File: src/rtl/instr_fetch_pkg.sv
// Shared constants, opcode/register encodings and fetch state type for the instruction fetch stage.
package instr_fetch_pkg;

  localparam int unsigned AddrWidth  = 5;
  localparam int unsigned InstrWidth = 8;
  localparam int unsigned ResetPc    = 1;
  localparam int unsigned LastAddr   = 31;

  typedef enum logic [3:0] {
    OpNop = 4'd0,
    OpLd  = 4'd1,
    OpSt  = 4'd2,
    OpAdd = 4'd3,
    OpSub = 4'd4,
    OpAnd = 4'd5,
    OpOr  = 4'd6,
    OpXor = 4'd7,
    OpJmp = 4'd8,
    OpHlt = 4'd9
  } opcode_e;

  typedef enum logic [1:0] {
    RegR0 = 2'd0,
    RegR1 = 2'd1,
    RegR2 = 2'd2,
    RegR3 = 2'd3
  } reg_e;

  typedef enum logic [1:0] {
    StIdle   = 2'd0,
    StFetch  = 2'd1,
    StHalted = 2'd2
  } fetch_state_e;

  // Instruction word layout: {opcode[3:0], 2'b00, rd[1:0]}.
  function automatic logic [InstrWidth-1:0] asm(opcode_e op, reg_e rd);
    return {op, 2'b00, rd};
  endfunction

  localparam logic [InstrWidth-1:0] NopWord = {OpNop, 2'b00, RegR0};

endpackage

File: src/rtl/instr_fetch_if.sv
// Fetch-stage bus: control pulses, ROM address/data and the decoder valid/ready handshake.
interface instr_fetch_if
  import instr_fetch_pkg::*;
#(
  parameter int unsigned AddrW  = AddrWidth,
  parameter int unsigned InstrW = InstrWidth
);

  logic              run;
  logic              halt_req;
  logic              jump_valid;
  logic [AddrW-1:0]  jump_addr;
  logic [AddrW-1:0]  rom_addr;
  logic [InstrW-1:0] rom_data;
  logic [InstrW-1:0] instr;
  logic [AddrW-1:0]  instr_pc;
  logic              instr_valid;
  logic              instr_ready;
  logic              halted;

  // Fetch unit side.
  modport master (
    input  run,
    input  halt_req,
    input  jump_valid,
    input  jump_addr,
    input  rom_data,
    input  instr_ready,
    output rom_addr,
    output instr,
    output instr_pc,
    output instr_valid,
    output halted
  );

  // Controller / ROM / decoder side.
  modport slave (
    output run,
    output halt_req,
    output jump_valid,
    output jump_addr,
    output rom_data,
    output instr_ready,
    input  rom_addr,
    input  instr,
    input  instr_pc,
    input  instr_valid,
    input  halted
  );

endinterface

File: src/rtl/instr_fetch_pc.sv
// Program counter: sequential advance with wrap past the last ROM entry, and jump redirection
// that never lands on the reserved address 0.
module instr_fetch_pc
  import instr_fetch_pkg::*;
#(
  parameter int unsigned ADDR_WIDTH = AddrWidth,
  parameter int unsigned RESET_PC   = ResetPc
) (
  input  logic                  clk,
  input  logic                  rst_n,
  input  logic                  jump_valid_i,
  input  logic [ADDR_WIDTH-1:0] jump_addr_i,
  input  logic                  advance_i,
  output logic [ADDR_WIDTH-1:0] pc_o
);

  localparam logic [ADDR_WIDTH-1:0] PcReset = ADDR_WIDTH'(RESET_PC);
  localparam logic [ADDR_WIDTH-1:0] PcLast  = {ADDR_WIDTH{1'b1}};

  logic [ADDR_WIDTH-1:0] pc_q, pc_d;
  logic [ADDR_WIDTH-1:0] pc_next;
  logic [ADDR_WIDTH-1:0] jump_target;

  always_comb begin
    pc_next     = (pc_q == PcLast) ? PcReset : pc_q + ADDR_WIDTH'(1);
    jump_target = (jump_addr_i == '0) ? PcReset : jump_addr_i;
    pc_d        = pc_q;
    // A jump overrides any advance in the same cycle.
    if (jump_valid_i) begin
      pc_d = jump_target;
    end else if (advance_i) begin
      pc_d = pc_next;
    end
  end

  always_ff @(posedge clk or negedge rst_n) begin
    if (!rst_n) begin
      pc_q <= PcReset;
    end else begin
      pc_q <= pc_d;
    end
  end

  assign pc_o = pc_q;

endmodule

File: src/rtl/instr_fetch.sv
// Fetch stage: drives the ROM address from the pc, registers the ROM word and offers it to the
// decoder over valid/ready, with run/halt control and jump flushes.
module instr_fetch
  import instr_fetch_pkg::*;
#(
  parameter int unsigned ADDR_WIDTH  = AddrWidth,
  parameter int unsigned INSTR_WIDTH = InstrWidth,
  parameter int unsigned RESET_PC    = ResetPc
) (
  input  logic          clk,
  input  logic          rst_n,
  instr_fetch_if.master bus
);

  fetch_state_e state_q, state_d;

  logic [INSTR_WIDTH-1:0] instr_q, instr_d;
  logic [ADDR_WIDTH-1:0]  instr_pc_q, instr_pc_d;
  logic                   valid_q, valid_d;
  logic                   halted_q, halted_d;
  logic [ADDR_WIDTH-1:0]  pc;
  logic                   capture;
  logic                   resume;

  instr_fetch_pc #(
    .ADDR_WIDTH (ADDR_WIDTH),
    .RESET_PC   (RESET_PC)
  ) u_pc (
    .clk          (clk),
    .rst_n        (rst_n),
    .jump_valid_i (bus.jump_valid),
    .jump_addr_i  (bus.jump_addr),
    .advance_i    (capture),
    .pc_o         (pc)
  );

  always_comb begin
    state_d    = state_q;
    instr_d    = instr_q;
    instr_pc_d = instr_pc_q;
    capture    = 1'b0;
    // A held instruction drops once the decoder takes it.
    valid_d    = valid_q && !bus.instr_ready;
    resume     = bus.run && !bus.halt_req;

    unique case (state_q)
      StIdle: begin
        if (resume) state_d = StFetch;
      end
      StFetch: begin
        if (bus.halt_req) begin
          state_d = StHalted;
        end else if (!bus.jump_valid && (!valid_q || bus.instr_ready)) begin
          capture = 1'b1;
        end
      end
      StHalted: begin
        if (resume) state_d = StFetch;
      end
      default: state_d = StIdle;
    endcase

    if (capture) begin
      instr_d    = bus.rom_data;
      instr_pc_d = pc;
      valid_d    = 1'b1;
    end
    // Jump flushes whatever is in flight; the word at the old pc is never captured.
    if (bus.jump_valid) valid_d = 1'b0;

    halted_d = (state_q == StHalted) && !valid_q && !resume;
  end

  always_ff @(posedge clk or negedge rst_n) begin
    if (!rst_n) begin
      state_q    <= StIdle;
      instr_q    <= INSTR_WIDTH'(NopWord);
      instr_pc_q <= '0;
      valid_q    <= 1'b0;
      halted_q   <= 1'b0;
    end else begin
      state_q    <= state_d;
      instr_q    <= instr_d;
      instr_pc_q <= instr_pc_d;
      valid_q    <= valid_d;
      halted_q   <= halted_d;
    end
  end

  assign bus.rom_addr    = pc;
  assign bus.instr       = instr_q;
  assign bus.instr_pc    = instr_pc_q;
  assign bus.instr_valid = valid_q;
  assign bus.halted      = halted_q;

  a_pc_nonzero: assert property (@(posedge clk) disable iff (!rst_n) pc != '0);

  a_stall_stable: assert property (@(posedge clk) disable iff (!rst_n)
    (valid_q && !bus.instr_ready && !bus.jump_valid)
      |=> (valid_q && $stable(instr_q) && $stable(instr_pc_q)));

endmodule

File: src/flat_wrapper.sv
// flat-port wrapper written by rule: the top's interface ports become plain ports
module instr_fetch_flat import instr_fetch_pkg::*;
#(
  parameter int unsigned ADDR_WIDTH  = AddrWidth,
  parameter int unsigned INSTR_WIDTH = InstrWidth,
  parameter int unsigned RESET_PC    = ResetPc
)
  (clk, rst_n, bus_run, bus_halt_req, bus_jump_valid, bus_jump_addr, bus_rom_data, bus_instr_ready, bus_rom_addr, bus_instr, bus_instr_pc, bus_instr_valid, bus_halted);
  instr_fetch_if bus_i ();
  input  logic clk;
  input  logic rst_n;
  input wire logic [$bits(bus_i.run)-1:0] bus_run;
  input wire logic [$bits(bus_i.halt_req)-1:0] bus_halt_req;
  input wire logic [$bits(bus_i.jump_valid)-1:0] bus_jump_valid;
  input wire logic [$bits(bus_i.jump_addr)-1:0] bus_jump_addr;
  input wire logic [$bits(bus_i.rom_data)-1:0] bus_rom_data;
  input wire logic [$bits(bus_i.instr_ready)-1:0] bus_instr_ready;
  output wire logic [$bits(bus_i.rom_addr)-1:0] bus_rom_addr;
  output wire logic [$bits(bus_i.instr)-1:0] bus_instr;
  output wire logic [$bits(bus_i.instr_pc)-1:0] bus_instr_pc;
  output wire logic [$bits(bus_i.instr_valid)-1:0] bus_instr_valid;
  output wire logic [$bits(bus_i.halted)-1:0] bus_halted;
  assign bus_i.run = bus_run;
  assign bus_i.halt_req = bus_halt_req;
  assign bus_i.jump_valid = bus_jump_valid;
  assign bus_i.jump_addr = bus_jump_addr;
  assign bus_i.rom_data = bus_rom_data;
  assign bus_i.instr_ready = bus_instr_ready;
  assign bus_rom_addr = bus_i.rom_addr;
  assign bus_instr = bus_i.instr;
  assign bus_instr_pc = bus_i.instr_pc;
  assign bus_instr_valid = bus_i.instr_valid;
  assign bus_halted = bus_i.halted;
  instr_fetch #(.ADDR_WIDTH(ADDR_WIDTH), .INSTR_WIDTH(INSTR_WIDTH), .RESET_PC(RESET_PC)) u_core (.clk(clk), .rst_n(rst_n), .bus(bus_i));
endmodule
File: config.mk
export PLATFORM = sky130hd
export DESIGN_NAME = instr_fetch_flat
export DESIGN_NICKNAME = d
export VERILOG_FILES = /design/src/rtl/instr_fetch_pkg.sv /design/src/rtl/instr_fetch_if.sv /design/src/rtl/instr_fetch_pc.sv /design/src/rtl/instr_fetch.sv /design/src/flat_wrapper.sv
export SDC_FILE = /design/constraint.sdc
export NUM_CORES = 1
export LEC_CHECK = 0
export CAP_MARGIN = 20
export CORE_ASPECT_RATIO = 1.5
export CORE_MARGIN = 3
export CORE_UTILIZATION = 42
export CTS_BUF_LIST = sky130_fd_sc_hd__clkbuf_16
export CTS_CLUSTER_SIZE = 10
export DETAILED_ROUTE_END_ITERATION = 8
export PLACE_DENSITY = 0.77
export SYNTH_ARGS = -nofsm -noshare
export SYNTH_HDL_FRONTEND = slang
export SYNTH_SLANG_ARGS = --single-unit
File: constraint.sdc
create_clock -name clk -period 2.19 [get_ports clk]
set_input_delay 0.219 -clock clk [delete_from_list [all_inputs] [get_ports clk]]
set_output_delay 0.219 -clock clk [all_outputs]
set_load 0.05 [all_outputs]
== Word-level counts from Yosys, hierarchy flattened ==
Cells that the tools add are included.

* Add/sub/neg operators: 1
* Equal/unequal tests: 5
* Mux-type cells: 12
* Reductions and logical operators: 16

{| class="wikitable"
|+ Operators by type and width
! kind !! count
|-
| 5-bit two-way mux || 4
|-
| 5-bit by 1-bit adder with 5-bit output (second input constant) || 1
|-
| 5-bit equality test (second input constant) || 1
|-
| 1-bit logical AND || 5
|-
| 1-bit zero test || 5
|-
| 5-bit zero test || 1
|-
| 1-bit two-way mux || 5
|-
| 2-bit two-way mux || 2
|-
| 2-bit case mux with 2 select lines || 1
|-
| 2-bit by 1-bit equality test with 1-bit output (second input constant) || 1
|-
| 2-bit equality test (second input constant) || 1
|-
| 2-bit zero test || 1
|-
| 2-bit by 1-bit inequality test with 1-bit output (second input constant) || 1
|-
| 2-bit inequality test (second input constant) || 1
|-
| 2-bit AND reduction || 1
|-
| 2-bit nonzero test || 1
|-
| 2-bit OR reduction || 1
|-
| 1-bit logical OR || 1
|}

* Register bits after elaboration: 22
* Bits of input ports: 19
* Output and inout port bits: 20
* Word-level logic and storage cells: 40

== Depth between registers and ports, before layout ==
* Word-level depth: 8
* Mapped depth: 6
* Depth with buffers taken out: 6

== Hierarchy ==
A second synthesis with hierarchy kept.

* Cell total of the unflattened synthesis: 77
* Area, all modules: 978.4 µm²

{| class="wikitable"
|+ By module, submodules not included
! module !! times used !! cells an instance !! area each (µm²) !! sequential area each (µm²)
|-
| instr_fetch || 1 || 43 || 673.1 || 425.4
|-
| instr_fetch_pc || 1 || 34 || 305.3 || 126.4
|}

== Worst setup path after synthesis ==
No wires, ideal clock.

* Path type: register to register
* From: register u_core.u_pc.pc_q[1], in the netlist u_core.u_pc.pc_o[1]
* To: register u_core.u_pc.pc_q[2], in the netlist u_core.u_pc.pc_o[2]
* Library setup time: 116 ps
* Data arrival time: 1751 ps
* Required time: 2074 ps
* Setup slack: 323 ps
* Cell stages (with the launch flop): 7
* Period minus slack after synthesis: 1867 ps
* Cell sequence: dfrtp_1 > ha_1 > and3_1 > ha_1 > nor4b_1 > nand3_1 > o311ai_0

* Longest elaborated chain between the ends: 4
* Elaborated cells on any way between the ends: 5
* Those cells by class: add/sub (1); eq/ne (1); mux (3)

{| class="wikitable"
|+ RTL lines
! element !! line !! RTL
|-
| start: declaration || instr_fetch_pc.sv:20 || <nowiki>logic [ADDR_WIDTH-1:0] pc_q, pc_d;</nowiki>
|-
| start signal: assignment || instr_fetch_pc.sv:38 || <nowiki>pc_q <= PcReset;</nowiki>
|-
| start signal: assignment || instr_fetch_pc.sv:40 || <nowiki>pc_q <= pc_d;</nowiki>
|-
| 5-bit by 1-bit adder with 5-bit output / 5-bit equality test (equally long branches) || instr_fetch_pc.sv:25 || <nowiki>pc_next = (pc_q == PcLast) ? PcReset : pc_q + ADDR_WIDTH'(1);</nowiki>
|-
| 5-bit two-way mux (*) || instr_fetch_pc.sv:25 ||
|-
| 5-bit two-way mux (*) || instr_fetch_pc.sv:31 || <nowiki>end else if (advance_i) begin</nowiki>
|-
| 5-bit two-way mux (*) || instr_fetch_pc.sv:29 || <nowiki>if (jump_valid_i) begin</nowiki>
|}

Every way passes the cells marked *; elsewhere a longest branch is shown, timed or not. The select of a mux whose other input is x is not followed.
A chain may end at the register's enable or synchronous reset.

== Worst setup path in the final report ==
* From: register u_core.u_pc.pc_q[0], in the netlist u_core.u_pc.pc_o[0]
* To: output bus_rom_addr[0]

{| class="wikitable"
|+ RTL lines
! element !! line !! RTL
|-
| end: declaration || flat_wrapper.sv:18 || <nowiki>output wire logic [$bits(bus_i.rom_addr)-1:0] bus_rom_addr;</nowiki>
|}

No word-level cell between the ends.

==> flow_metrics.tcl <==
set metrics [dict create \
    clk_latency_worst_skew_pair_ps 250 \
    postRouteWirelength_mm 2.30 \
    timing.critical_path.from_type "flip-flop" \
    mappedNetlistNets 103 \
    most_common_cell_after_layout_fill_and_taps_aside "sky130_fd_sc_hd__clkdlybuf4s50_1" \
    max_freq_mhz 534 \
    die_width_microns 46.1 \
    syn_to_final_growth_pct 49.0 \
    family_with_the_most_delay_on_the_worst_path "buffers and inverters" \
    slew_headroom_pct 59.8 \
    post-synth-top-area-cell "sky130_fd_sc_hd__dfrtp_1" \
    number_of_failing_hold_endpoints_at_the_final_stage 0 \
    cts_num_sinks 22 \
    synth_cells 82 \
    setup_tns_final_ps 0 \
    number_of_antenna_violations_at_the_first_check_in_global_routing 0 \
    cp.arrival_ps 1650 \
    critical_path_buf_inv_count 1 \
    commonest_non_fill_non_tap_cells_in_the_layout "38 x sky130_fd_sc_hd__clkdlybuf4s50_1, 21 x sky130_fd_sc_hd__dfrtp_1, 13 x sky130_fd_sc_hd__mux2_2" \
    cp_data_required_time_ps 1970 \
    hold_buffer_count_at_cts 0 \
    postRouteAntennaNets 0 \
    ctsHtreeMaxLevel 1 \
    vias_in_the_first_global_route 863 \
    clock_tree.root_cell "sky130_fd_sc_hd__clkbuf_16" \
    power.density_cell_area_nw_per_um2 1190 \
    pin_count 39 \
    routed.top_layer "met4" \
    path_cells "clkdlybuf4s50_1" \
    layout-drive-gt1-share_pct 17.6 \
    die_area_sq_um 3040 \
    ys_warn_count 0 \
    status "complete, no violations" \
    cts_tree "yes" \
    fin_worst_hold_slack_ps 293 \
    fin_crit_ps 1870 \
    drt-initial-drc-count 18 \
    remaining_drc_errors 0 \
    post_cts.repair.setup_buffers 0 \
    groute.usage.overall_pct 16.8 \
    cts_repair_resize_count 0 \
    coreArea_sq_um 2260 \
    synthTopCellsByArea "sky130_fd_sc_hd__dfrtp_1 52%, sky130_fd_sc_hd__mux2_2 14%, sky130_fd_sc_hd__dfstp_2 2.6%" \
    die_height_microns 66.1 \
    place.gp.congestion 0.802 \
    postLayoutCellArea_sq_um 1510 \
    cts-buffers-inserted 3 \
    critPathKind "reg -> out" \
    initial_core_util_pct 44.7 \
    irDropWorstVdd_v 0.000710 \
    cp-end-kind "output port" \
    row_count 21 \
    first_pass_grt_wire_length_mm 3.70 \
    synth.top_cell.area_share_pct 52.0 \
    timing.rr.start "u_core.u_pc.pc_o[1]" \
    static-leakage-power_nw 0.630 \
    crit_path_top_delay_cell "sky130_fd_sc_hd__clkdlybuf4s50_1" \
    holdCritPathClass "in -> async" \
    clk_transition_reported_paths_ps 60 \
    rsz0062_at_grt "no" \
    timing.final.max_slew_violations 0 \
    drt_pre_antenna_iters 4 \
    vias_per_cell 5.69 \
    tightest_slew_ps 602 \
    grt_overflow_total 0 \
    route.detailed.wl_per_inst_microns 15.5 \
    finalSetupViolations 0 \
    detailed_place.area_sq_um 1430 \
    max-cap-violations 0 \
    period_share_pct 85.5 \
    syn_avg_cell_area_sq_um 12.3 \
    port-buffer-count 38 \
    crit_path_max_incr_delay_ps 810 \
    reg2reg_slack_ps 390 \
    synthesis.area_sq_um 1010 \
    skew_ps 2.59 \
    vias 842 \
    clock_path_buffers 2 \
    synthDistinctLibCells 29 \
    r2r-end "u_core.u_pc.pc_o[2]" \
    met1Wirelength_microns 905 \
    synth_seq_cells 22 \
    route.met3.wl_microns 198 \
    nNetsFinal 147 \
    largest_net_degree_at_the_start_of_global_routing 16 \
    post_synthesis_sequential_area_ratio_pct 54.6 \
    r2r.worst_path.cells 6 \
    critical_path.max_fanout 7 \
    place_hpwl_mm 1.76 \
    wl_met2_mm 1.14 \
    final_antenna_diode_count 0 \
]
logic make-up (layout without fill, tap and decap cells):
family | Yosys count | count (layout) | share of synthesized area [%]
multiplexers | 13 | 13 | 14.5
adder cells (fa/ha/maj) | 2 | 2 | 2.47
AND/OR/NAND/NOR | 23 | 23 | 15.5
flip-flops | 22 | 22 | 54.6
AO/OA/AOI/OAI | 15 | 15 | 9.65
buffers and inverters | 7 | 50 | 3.34
through the flow:
step	setup WS (ps)	util, %	instances	total power [mW]
2_1_floorplan	323	-	82	1.12
3_3_place_gp	261	63.2	144	1.41
3_5_place_dp	201	63.2	144	1.43
4_1_cts	316	66.7	148	1.82
5_1_grt	269	66.7	148	1.88
6_report	317	66.7	148	1.80
cells in the mapped netlist:
cell / n
sky130_fd_sc_hd__dfrtp_1: 21
sky130_fd_sc_hd__mux2_2: 13
sky130_fd_sc_hd__a21oi_1: 5
sky130_fd_sc_hd__inv_1: 5
sky130_fd_sc_hd__nor2_1: 3
sky130_fd_sc_hd__nor4b_1: 3
sky130_fd_sc_hd__o311ai_0: 3
sky130_fd_sc_hd__and3_1: 2
sky130_fd_sc_hd__ha_1: 2
sky130_fd_sc_hd__nand2_1: 2
sky130_fd_sc_hd__nand2b_1: 2
sky130_fd_sc_hd__nor2b_1: 2
sky130_fd_sc_hd__o21ai_0: 2
sky130_fd_sc_hd__o31ai_1: 2
sky130_fd_sc_hd__a31oi_1: 1
sky130_fd_sc_hd__a41oi_1: 1
sky130_fd_sc_hd__buf_6: 1
sky130_fd_sc_hd__clkbuf_1: 1
sky130_fd_sc_hd__dfstp_2: 1
sky130_fd_sc_hd__nand3_1: 1
sky130_fd_sc_hd__nand4_1: 1
sky130_fd_sc_hd__nand4b_1: 1
sky130_fd_sc_hd__nor3_1: 1
sky130_fd_sc_hd__nor3_4: 1
sky130_fd_sc_hd__nor3b_1: 1
sky130_fd_sc_hd__nor4_1: 1
sky130_fd_sc_hd__o22ai_1: 1
sky130_fd_sc_hd__or2b_1: 1
sky130_fd_sc_hd__or3b_4: 1
layer usage:
metal,GRT usage (%),up-vias
met2,28.1,41
met5,0,-
li1,-,392
met1,19.0,404
met3,3.54,5
met4,8.90,0
worst max path at each step:
stage	start	endpoint	cells after the start
detailed placement	bus_halt_req	u_core.bus.instr[4]	5
global placement	bus_halt_req	u_core.bus.instr[6]	5
floorplan	u_core.u_pc.pc_o[1]	u_core.u_pc.pc_o[2]	6
global route	u_core.u_pc.pc_o[1]	u_core.u_pc.pc_o[2]	6
CTS	u_core.u_pc.pc_o[0]	bus_rom_addr[0]	1
finish	u_core.u_pc.pc_o[0]	bus_rom_addr[0]	1
registers in the layout (all words and copies together) (netlist names):
name                    cells
u_core.bus.instr_pc         5
u_core.u_pc.pc_o            5
u_core.state_q              2
u_core.bus.instr            8
u_core.bus.halted           1
u_core.bus.instr_valid      1
final cells by class:
type | instances | area [sq um]
clock buffer | 3 | 75.1
fill | 174 | 753
clock inverter | 1 | 3.75
timing repair buffer | 41 | 403
multi-input combinational | 53 | 425
inverter | 5 | 18.8
tap | 23 | 28.8
sequential | 22 | 552
power by group:
group          switching [mW]  leakage [nW]  internal (mW)  total (mW)
Clock                   0.138        0.0385          0.243       0.381
Sequential             0.0711         0.268          0.523       0.594
Combinational           0.513         0.323          0.310       0.823
Total                   0.721         0.630           1.08        1.80
Power figures use the tool's default switching activity.
